[config.mk]
export PLATFORM = sky130hd
export DESIGN_NAME = pipe_ctrl_flat
export DESIGN_NICKNAME = d
export VERILOG_FILES = /design/src/rtl/pipe_ctrl_pkg.sv /design/src/rtl/pipe_ctrl_if.sv /design/src/rtl/pipe_ctrl_wdog.sv /design/src/rtl/pipe_ctrl.sv /design/src/flat_wrapper.sv
export SDC_FILE = /design/constraint.sdc
export NUM_CORES = 1
export LEC_CHECK = 0
export BUFFER_PORTS_ARGS = -buffer_cell sky130_fd_sc_hd__buf_2
export CORE_ASPECT_RATIO = 1.5
export CORE_MARGIN = 4
export CORE_UTILIZATION = 47
export DETAILED_ROUTE_END_ITERATION = 16
export GPL_TIMING_DRIVEN = 0
export PLACE_DENSITY = 0.84
export SYNTH_ARGS = -nofsm -noshare
export SYNTH_HDL_FRONTEND = slang
export SYNTH_SLANG_ARGS = --single-unit
[constraint.sdc]
create_clock -name clk -period 4 [get_ports clk]
set_clock_uncertainty 0.05 [all_clocks]
set_input_delay 0.4 -clock clk [delete_from_list [all_inputs] [get_ports clk]]
set_output_delay 0.4 -clock clk [all_outputs]
set_load 0.1 [all_outputs]
[src/rtl/pipe_ctrl_pkg.sv]
// Shared types and constants for the pipeline sequencer: stall masks, ERET code,
// sequencer state encoding and the stall priority helper.
package pipe_ctrl_pkg;

    localparam int          STALL_W    = 6;
    localparam logic [5:0]  STALL_NONE = 6'b000000;
    localparam logic [5:0]  STALL_ID   = 6'b000111;
    localparam logic [5:0]  STALL_EX   = 6'b001111;
    localparam logic [5:0]  STALL_MEM  = 6'b011111;
    localparam logic [5:0]  STALL_ALL  = 6'b111111;
    localparam logic [31:0] EXC_ERET   = 32'h0000000e;

    typedef enum logic [1:0] {
        PC_RUN     = 2'd0,
        PC_FREEZE  = 2'd1,
        PC_FLUSH   = 2'd2,
        PC_RECOVER = 2'd3
    } pc_state_e;

    // Later stages win: a stalled stage must also hold everything upstream of it.
    function automatic logic [5:0] stall_mux(input logic id, input logic ex, input logic mem);
        if (mem)     return STALL_MEM;
        else if (ex) return STALL_EX;
        else if (id) return STALL_ID;
        else         return STALL_NONE;
    endfunction

endpackage

[src/rtl/pipe_ctrl_if.sv]
// Stall/flush/redirect bundle between the pipeline stages (master) and pipe_ctrl (slave).
// Perf counter signals exist only when PIPE_CTRL_PERF_EN is defined.
interface pipe_ctrl_if;
    logic        stallreq_id;
    logic        stallreq_ex;
    logic        stallreq_mem;
    logic        exc_valid;
    logic [31:0] exc_type;
    logic [31:0] cp0_epc;
    logic [5:0]  stall;
    logic        flush;
    logic [31:0] new_pc;
    logic        wdog_timeout;
`ifdef PIPE_CTRL_PERF_EN
    logic [31:0] perf_stall_cyc;
    logic [31:0] perf_flush_cnt;
`endif

    modport master (
        output stallreq_id, stallreq_ex, stallreq_mem, exc_valid, exc_type, cp0_epc,
        input  stall, flush, new_pc, wdog_timeout
`ifdef PIPE_CTRL_PERF_EN
        , input perf_stall_cyc, perf_flush_cnt
`endif
    );

    modport slave (
        input  stallreq_id, stallreq_ex, stallreq_mem, exc_valid, exc_type, cp0_epc,
        output stall, flush, new_pc, wdog_timeout
`ifdef PIPE_CTRL_PERF_EN
        , output perf_stall_cyc, perf_flush_cnt
`endif
    );
endinterface

[src/rtl/pipe_ctrl_wdog.sv]
// Stall watchdog: saturating counter of consecutive stalled RUN cycles; fire is high
// while the count sits at STALL_TIMEOUT. clr takes priority over count_en.
module pipe_ctrl_wdog #(
    parameter int STALL_TIMEOUT = 1024,
    parameter int WDOG_W        = 11
) (
    input  logic clk,
    input  logic rst_n,
    input  logic count_en_i,
    input  logic clr_i,
    output logic fire_o
);
    localparam logic [WDOG_W-1:0] LIMIT = WDOG_W'(STALL_TIMEOUT);

    logic [WDOG_W-1:0] cnt_q, cnt_d;

    always_comb begin
        cnt_d = cnt_q;
        if (clr_i)
            cnt_d = '0;
        else if (count_en_i && (cnt_q != LIMIT))
            cnt_d = cnt_q + WDOG_W'(1);
    end

    always_ff @(posedge clk or negedge rst_n) begin
        if (!rst_n) cnt_q <= '0;
        else        cnt_q <= cnt_d;
    end

    assign fire_o = (cnt_q == LIMIT);

endmodule

[src/rtl/pipe_ctrl.sv]
// Pipeline sequencer: stall priority mux, exception/ERET/watchdog redirect FSM
// (RUN->FREEZE->FLUSH->RECOVER). Optional perf counters under PIPE_CTRL_PERF_EN.
module pipe_ctrl
    import pipe_ctrl_pkg::*;
#(
    parameter logic [31:0] EXC_VECTOR    = 32'hbfc00380,
    parameter int          STALL_TIMEOUT = 1024,
    parameter int          WDOG_W        = 11
) (
    input  logic       clk,
    input  logic       rst_n,
    pipe_ctrl_if.slave ctrl_if
);
    pc_state_e   state_q, state_d;
    logic [31:0] target_q, target_d;
    logic        flush_q, flush_d;
    logic [5:0]  stall_c;
    logic        wdog_pulse_c;
    logic        any_req;
    logic        wd_en, wd_clr, wd_fire;

    assign any_req = ctrl_if.stallreq_id | ctrl_if.stallreq_ex | ctrl_if.stallreq_mem;

    pipe_ctrl_wdog #(
        .STALL_TIMEOUT (STALL_TIMEOUT),
        .WDOG_W        (WDOG_W)
    ) u_wdog (
        .clk        (clk),
        .rst_n      (rst_n),
        .count_en_i (wd_en),
        .clr_i      (wd_clr),
        .fire_o     (wd_fire)
    );

    always_comb begin
        state_d      = state_q;
        target_d     = target_q;
        stall_c      = STALL_NONE;
        wdog_pulse_c = 1'b0;
        wd_en        = 1'b0;
        wd_clr       = 1'b1;
        case (state_q)
            PC_RUN: begin
                stall_c = stall_mux(ctrl_if.stallreq_id, ctrl_if.stallreq_ex, ctrl_if.stallreq_mem);
                wd_en   = any_req;
                wd_clr  = ~any_req;
                // A committed exception outranks a simultaneous watchdog fire.
                if (ctrl_if.exc_valid) begin
                    stall_c  = STALL_ALL;
                    target_d = (ctrl_if.exc_type == EXC_ERET) ? ctrl_if.cp0_epc : EXC_VECTOR;
                    state_d  = PC_FREEZE;
                    wd_clr   = 1'b1;
                end else if (wd_fire) begin
                    target_d     = EXC_VECTOR;
                    wdog_pulse_c = 1'b1;
                    state_d      = PC_FREEZE;
                    wd_clr       = 1'b1;
                end
            end
            PC_FREEZE: begin
                stall_c = STALL_ALL;
                state_d = PC_FLUSH;
            end
            PC_FLUSH:   state_d = PC_RECOVER;
            PC_RECOVER: state_d = PC_RUN;
            default:    state_d = PC_RUN;
        endcase
    end

    assign flush_d = (state_d == PC_FLUSH);

    always_ff @(posedge clk or negedge rst_n) begin
        if (!rst_n) begin
            state_q  <= PC_RUN;
            target_q <= '0;
            flush_q  <= 1'b0;
        end else begin
            state_q  <= state_d;
            target_q <= target_d;
            flush_q  <= flush_d;
        end
    end

    assign ctrl_if.stall        = stall_c;
    assign ctrl_if.flush        = flush_q;
    assign ctrl_if.new_pc       = target_q;
    assign ctrl_if.wdog_timeout = wdog_pulse_c;

`ifdef PIPE_CTRL_PERF_EN
    logic [31:0] perf_stall_q, perf_stall_d;
    logic [31:0] perf_flush_q, perf_flush_d;

    // FREEZE always leads into FLUSH, so counting FREEZE cycles counts FLUSH entries.
    always_comb begin
        perf_stall_d = perf_stall_q + ((stall_c != STALL_NONE) ? 32'd1 : 32'd0);
        perf_flush_d = perf_flush_q + ((state_q == PC_FREEZE) ? 32'd1 : 32'd0);
    end

    always_ff @(posedge clk or negedge rst_n) begin
        if (!rst_n) begin
            perf_stall_q <= '0;
            perf_flush_q <= '0;
        end else begin
            perf_stall_q <= perf_stall_d;
            perf_flush_q <= perf_flush_d;
        end
    end

    assign ctrl_if.perf_stall_cyc = perf_stall_q;
    assign ctrl_if.perf_flush_cnt = perf_flush_q;
`endif

endmodule
[src/flat_wrapper.sv]
// flat-port wrapper written by rule: the top's interface ports become plain ports
module pipe_ctrl_flat import pipe_ctrl_pkg::*;
#(
    parameter logic [31:0] EXC_VECTOR    = 32'hbfc00380,
    parameter int          STALL_TIMEOUT = 1024,
    parameter int          WDOG_W        = 11
)
  (clk, rst_n, ctrl_if_stallreq_id, ctrl_if_stallreq_ex, ctrl_if_stallreq_mem, ctrl_if_exc_valid, ctrl_if_exc_type, ctrl_if_cp0_epc, ctrl_if_stall, ctrl_if_flush, ctrl_if_new_pc, ctrl_if_wdog_timeout);
  pipe_ctrl_if ctrl_if_i ();
  input  logic clk;
  input  logic rst_n;
  input wire logic [$bits(ctrl_if_i.stallreq_id)-1:0] ctrl_if_stallreq_id;
  input wire logic [$bits(ctrl_if_i.stallreq_ex)-1:0] ctrl_if_stallreq_ex;
  input wire logic [$bits(ctrl_if_i.stallreq_mem)-1:0] ctrl_if_stallreq_mem;
  input wire logic [$bits(ctrl_if_i.exc_valid)-1:0] ctrl_if_exc_valid;
  input wire logic [$bits(ctrl_if_i.exc_type)-1:0] ctrl_if_exc_type;
  input wire logic [$bits(ctrl_if_i.cp0_epc)-1:0] ctrl_if_cp0_epc;
  output wire logic [$bits(ctrl_if_i.stall)-1:0] ctrl_if_stall;
  output wire logic [$bits(ctrl_if_i.flush)-1:0] ctrl_if_flush;
  output wire logic [$bits(ctrl_if_i.new_pc)-1:0] ctrl_if_new_pc;
  output wire logic [$bits(ctrl_if_i.wdog_timeout)-1:0] ctrl_if_wdog_timeout;
  assign ctrl_if_i.stallreq_id = ctrl_if_stallreq_id;
  assign ctrl_if_i.stallreq_ex = ctrl_if_stallreq_ex;
  assign ctrl_if_i.stallreq_mem = ctrl_if_stallreq_mem;
  assign ctrl_if_i.exc_valid = ctrl_if_exc_valid;
  assign ctrl_if_i.exc_type = ctrl_if_exc_type;
  assign ctrl_if_i.cp0_epc = ctrl_if_cp0_epc;
  assign ctrl_if_stall = ctrl_if_i.stall;
  assign ctrl_if_flush = ctrl_if_i.flush;
  assign ctrl_if_new_pc = ctrl_if_i.new_pc;
  assign ctrl_if_wdog_timeout = ctrl_if_i.wdog_timeout;
  pipe_ctrl #(.EXC_VECTOR(EXC_VECTOR), .STALL_TIMEOUT(STALL_TIMEOUT), .WDOG_W(WDOG_W)) u_core (.clk(clk), .rst_n(rst_n), .ctrl_if(ctrl_if_i));
endmodule
**Yosys cells after proc, flatten, opt, wreduce, memory -nomap -nowiden**

Cells that the tools add are included.

- Register bits after elaboration: 46
- Input port bits: 70
- Word-level logic and storage cells: 40

- Add/subtract/negate cells: 1
- Equality and inequality tests: 7
- Multiplexer cells: 20
- Bitwise logic cells: 3
- Reduce and logical (&&, ||, !) cells: 5

Operators by type and width:

| cell | number |
|---|---|
| 32-bit two-way mux | 3 |
| 32-bit by 4-bit == test with 1-bit output (second input constant) | 1 |
| 11-bit two-way mux | 2 |
| 6-bit two-way mux | 3 |
| 6-bit case mux with 2 select lines | 1 |
| 11-bit by 1-bit adder with 11-bit output (second input constant) | 1 |
| 11-bit == test (second input constant) | 1 |
| 11-bit != test (second input constant) | 1 |
| 2-bit case mux with 4 select lines | 1 |
| 1-bit two-way mux | 7 |
| 2-bit == test (second input constant) | 3 |
| 2-bit two-way mux | 2 |
| 2-bit nonzero test | 2 |
| 3-bit two-way mux | 1 |
| 2-bit by 1-bit == test with 1-bit output (second input constant) | 1 |
| 2-bit logical NOT | 1 |
| 1-bit bitwise OR | 2 |
| 2-bit AND reduction | 1 |
| 1-bit logical AND | 1 |
| 1-bit inverter | 1 |

**Logic depth before layout (Yosys ltp)**

- Word-level depth: 7
- Gate-level depth with buffers: 8

**Cells and area by module**

From an unflattened synthesis, not the netlist that was laid out.

- Cell total of the unflattened synthesis: 247
- Area total of the unflattened synthesis: 2,454.9 µm²

By module, submodules not included:

| module | times used | cells an instance | area an instance (µm²) | seq. area each (µm²) |
|---|---|---|---|---|
| pipe_ctrl | 1 | 183 | 1,833.0 | 875.8 |
| pipe_ctrl_wdog | 1 | 64 | 621.8 | 275.3 |

**Least setup slack after synthesis**

OpenSTA, ideal clock, no wires.

- Path kind: reg2out
- Start point: register u_core.state_q[0]
- End point: output port ctrl_if_stall[1]
- Arrival: 2.884 ns
- Required time: 3.550 ns
- Path slack: 0.666 ns
- Stages on the path, launching flop included: 8
- Buffers on the path: 2
- Cell sequence: dfrtp_1 -> inv_1 -> ha_1 -> buf_2 -> o31ai_1 -> nand2b_1 -> nand2b_1 -> buf_4

- Cells in the longest elaborated chain, start to end: 2
- Elaborated cells between the ends (all ways): 3
- Those cells by class: 1 x eq/ne; 1 x mux; 1 x reduce/logical

Ends and longest elaborated chain:

| item | RTL line | source |
|---|---|---|
| start: declaration | pipe_ctrl.sv:14 | `pc_state_e state_q, state_d;` |
| start signal: assignment | pipe_ctrl.sv:78 | `state_q <= state_d;` |
| 2-bit by 1-bit == test with 1-bit output or 2-bit logical NOT (tied branches) | pipe_ctrl.sv:42 | `case (state_q)` |
| 6-bit case mux with 2 select lines (*) | pipe_ctrl.sv:42 |  |
| end: declaration | flat_wrapper.sv:18 | `output wire logic [$bits(ctrl_if_i.stall)-1:0] ctrl_if_stall;` |

Mark *: on every way between the ends. The rest lies on a longest branch, timed or not.

**Worst setup path in the final report**

- Start point: register u_core.u_wdog.cnt_q[0]
- End point: output port ctrl_if_wdog_timeout

- Cells in the longest elaborated chain, start to end: 4

Ends and longest elaborated chain:

| item | RTL line | source |
|---|---|---|
| start: declaration | pipe_ctrl_wdog.sv:15 | `logic [WDOG_W-1:0] cnt_q, cnt_d;` |
| start signal: assignment | pipe_ctrl_wdog.sv:27 | `else cnt_q <= cnt_d;` |
| 11-bit == test | pipe_ctrl_wdog.sv:30 | `assign fire_o = (cnt_q == LIMIT);` |
| 1-bit two-way mux | pipe_ctrl.sv:53 | `end else if (wd_fire) begin` |
| 1-bit two-way mux | pipe_ctrl.sv:48 | `if (ctrl_if.exc_valid) begin` |
| 1-bit two-way mux | pipe_ctrl.sv:42 |  |
| end: declaration | flat_wrapper.sv:21 | `output wire logic [$bits(ctrl_if_i.wdog_timeout)-1:0] ctrl_if_wdog_timeout;` |

No other way between the ends.

==> results.sh <==
export IMPL_synth_top_area_share_pct=57.6
export IMPL_areaGrowthSynthToFinish_pct=35.6
export IMPL_combPwrFrac_pct=44.5
export IMPL_hold_viol=0
export IMPL_wirelength_mm=4.94
export IMPL_h_tree_depth=2
export IMPL_crit_path_start_kind="flop"
export IMPL_hold_path_class="primary input to async pin"
export IMPL_synth_compound_area_share_pct=15.7
export IMPL_path_clk_slew_ps=90
export IMPL_cts_root_buf="clkbuf_8"
export IMPL_grt_pass1_vias=1775
export IMPL_ys_async_sr_fraction_pct=100
export IMPL_antenna_found_initial=0
export IMPL_p_int_uw=812
export IMPL_whs_ps=223
export IMPL_synth_area_um2=2000
export IMPL_firstDrtPassIters=4
export IMPL_worst_slack_ps=1300
export IMPL_p_switching_uw=685
export IMPL_grt_pass1_wl_mm=7.98
export IMPL_rr_worst_depth=7
export IMPL_fmax_mhz=370
export IMPL_grt_total_usage_pct=19.4
export IMPL_syn_num_nets=237
export IMPL_synth_ff_type="dfrtp_1"
export IMPL_critical_path_arrival_ps=2250
export IMPL_rsz0062_at_grt="no"
export IMPL_relSlewSlack_pct=33.0
export IMPL_synthAdderAreaFrac_pct=3.13
export IMPL_post_cts_setup_buffers=0
export IMPL_power_frac_clock_pct=22.4
export IMPL_placedCellCount=316
export IMPL_port_buffer_count=109
export IMPL_syn_inst=162
export IMPL_grt_overflow=0
export IMPL_routed_top_layer="met4"
export IMPL_synth_simple_area_share_pct=14.8
export IMPL_regToRegStartpoint="u_core.u_wdog.cnt_q[0]$_DFFE_PN0P_"
export IMPL_diodes=0
export IMPL_drt_iter0_drc=40
export IMPL_gp_congestion=0.783
export IMPL_ys_seq_area_share_pct=57.6
export IMPL_die_height_um=87.9
export IMPL_worstPathMaxFanout=5
export IMPL_r2r_end="u_core.ctrl_if.new_pc[21]$_DFFE_PN0P_"
export IMPL_io_pins=110
export IMPL_cp_end_kind="primary output"
export IMPL_design_die_area_um2=5380
export IMPL_clockBufferDepth=2
export IMPL_power_density_nw_per_um2=552
export IMPL_synth_area_leaders="dfrtp_1 (58%), a22o_1 (8.8%), o22a_1 (5.3%), ha_1 (3.1%), nor2_1 (2.3%)"
export IMPL_cts_tree="built"
export IMPL_worstMarginPinSlew_ps=1010
export IMPL_cts_hold_buf=0
export IMPL_synth_top_family_by_area="compound AO/OA/AOI/OAI gates"
export IMPL_drt_met1_wl_mm=1.97
export IMPL_cts_made_buffers=5
export IMPL_synthMuxAreaShare_pct=0.501
export IMPL_yosys_cell_types_count=32
export IMPL_start_util_pct=49.6
export IMPL_vdd_drop_max_uv=1010
export IMPL_synth_largest_area_cell="dfrtp_1"
export IMPL_cts_resized=0
export IMPL_path_class="flop to primary output"
export IMPL_ys_seq_elements=46
export IMPL_drv_slew=0
export IMPL_ant_nets=0
export IMPL_syn_avg_cell_area_um2=12.3
export IMPL_dp_slack_ps=1600
export IMPL_drive_gt1_share_pct=45.5
export IMPL_layout_nets=353
export IMPL_switching_share_pct=45.7
export IMPL_clkSinkCount=46
export IMPL_routed_via_count=1698
export IMPL_route_met3_wl_um=317
export IMPL_dp_hpwl_mm=3.90
export IMPL_wl_per_cell_um=15.2
export IMPL_drv_cap=0
export IMPL_route_detailed_drc=0
export IMPL_grt_max_degree=47
export IMPL_finalCritPeriodShare_pct=67.6
export IMPL_setup_violations=0
export IMPL_coreArea_um2=4030
export IMPL_ys_warn_count=0
export IMPL_wl_met2_mm=2.60
export IMPL_final_cells=324
export IMPL_fp_row_count=28
export IMPL_status="complete, no violations"
export IMPL_synth_edf_count=0
export IMPL_final_setup_tns_ps=0
export IMPL_final_common_cell="buf_2"
export IMPL_fp_dieW_um=61.2
export IMPL_r2r_slack_ps=1970
export IMPL_period_minus_slack_ps=2700
export IMPL_critical_path_required_ps=3550
export IMPL_viasPerCell=5.24
export IMPL_p_seq_share_pct=33.2
export IMPL_power_leakage_nw=1.37
export IMPL_layout_common_cells="buf_2 (111), dfrtp_1 (46), a22o_1 (20)"
export IMPL_total_power_mw=1.50
export IMPL_synth_xor_area_share_pct=3.94
export IMPL_insertion_delay_ps=290
export IMPL_startpoint="u_core.u_wdog.cnt_q[0]$_DFFE_PN0P_"
-- cells by family after synthesis --
kind of cell	after synthesis
compound gates	37
simple gates	49
buf+inv	15
mux	1
fa+ha+maj	5
xor+xnor	9
flops	46
-- power by group through the flow --
stage	registers [mW]	clock network, mW	logic, mW
floorplan	0.544	0	0.504
global placement	0.505	0	0.662
detailed placement	0.506	0	0.672
CTS	0.497	0.346	0.673
global route	0.500	0.367	0.708
finish	0.496	0.335	0.666
-- layer usage --
metal	up-vias	global-route usage, %
met3	6	4.28
met2	67	33.2
met1	799	24.4
met4	0	4.73
li1	826	-
met5	-	0
-- cells in the mapped netlist, types with 2 or more instances --
master	n
a22o_1	20
and3_1	3
and4_1	2
buf_2	2
buf_4	3
buf_6	2
clkbuf_1	3
dfrtp_1	46
ha_1	5
inv_1	5
nand2_1	5
nand2b_1	4
nand3_1	3
nand4_1	3
nor2_1	12
nor3_1	3
nor4_1	7
o21ai_0	2
o22a_1	12
xnor2_1	5
xor2_1	4
-- sequential cells by signal, summed over array words and instances (netlist names) --
register	count
u_core.u_wdog.cnt_q	11
u_core.ctrl_if.flush	1
u_core.ctrl_if.new_pc	32
u_core.state_q	2
-- worst max-delay path, stage by stage, from the launching register on --
cell	delay, ps
dfrtp_1	420
inv_1	70
ha_1	130
or4b_1	490
nor4_4	230
and3b_1	210
buf_2	420
-- stage by stage --
step           cell area (um^2)  util [%]
6_report                   2710      67.3
2_1_floorplan              2000         -
4_1_cts                    2710      67.3
5_1_grt                    2710      67.3
3_5_place_dp               2600      64.5
3_3_place_gp               2600      64.5
-- final cells by class --
class | instances | area, um^2
buffer | 10 | 66.3
clock buffer | 6 | 72.6
clock inverter | 2 | 37.5
fill | 336 | 1320
inverter | 5 | 18.8
multi-input combinational | 101 | 762
sequential | 46 | 1150
tap | 45 | 56.3
timing repair buffer | 109 | 546
-- worst max-delay path by stage --
stage	end	cells past startpoint
floorplan	ctrl_if_stall[1]	7
detailed placement	ctrl_if_wdog_timeout	6
global placement	ctrl_if_wdog_timeout	6
CTS	ctrl_if_wdog_timeout	6
finish	ctrl_if_wdog_timeout	6
global route	ctrl_if_wdog_timeout	6
No activity file was read; power rests on OpenSTA's default activity.
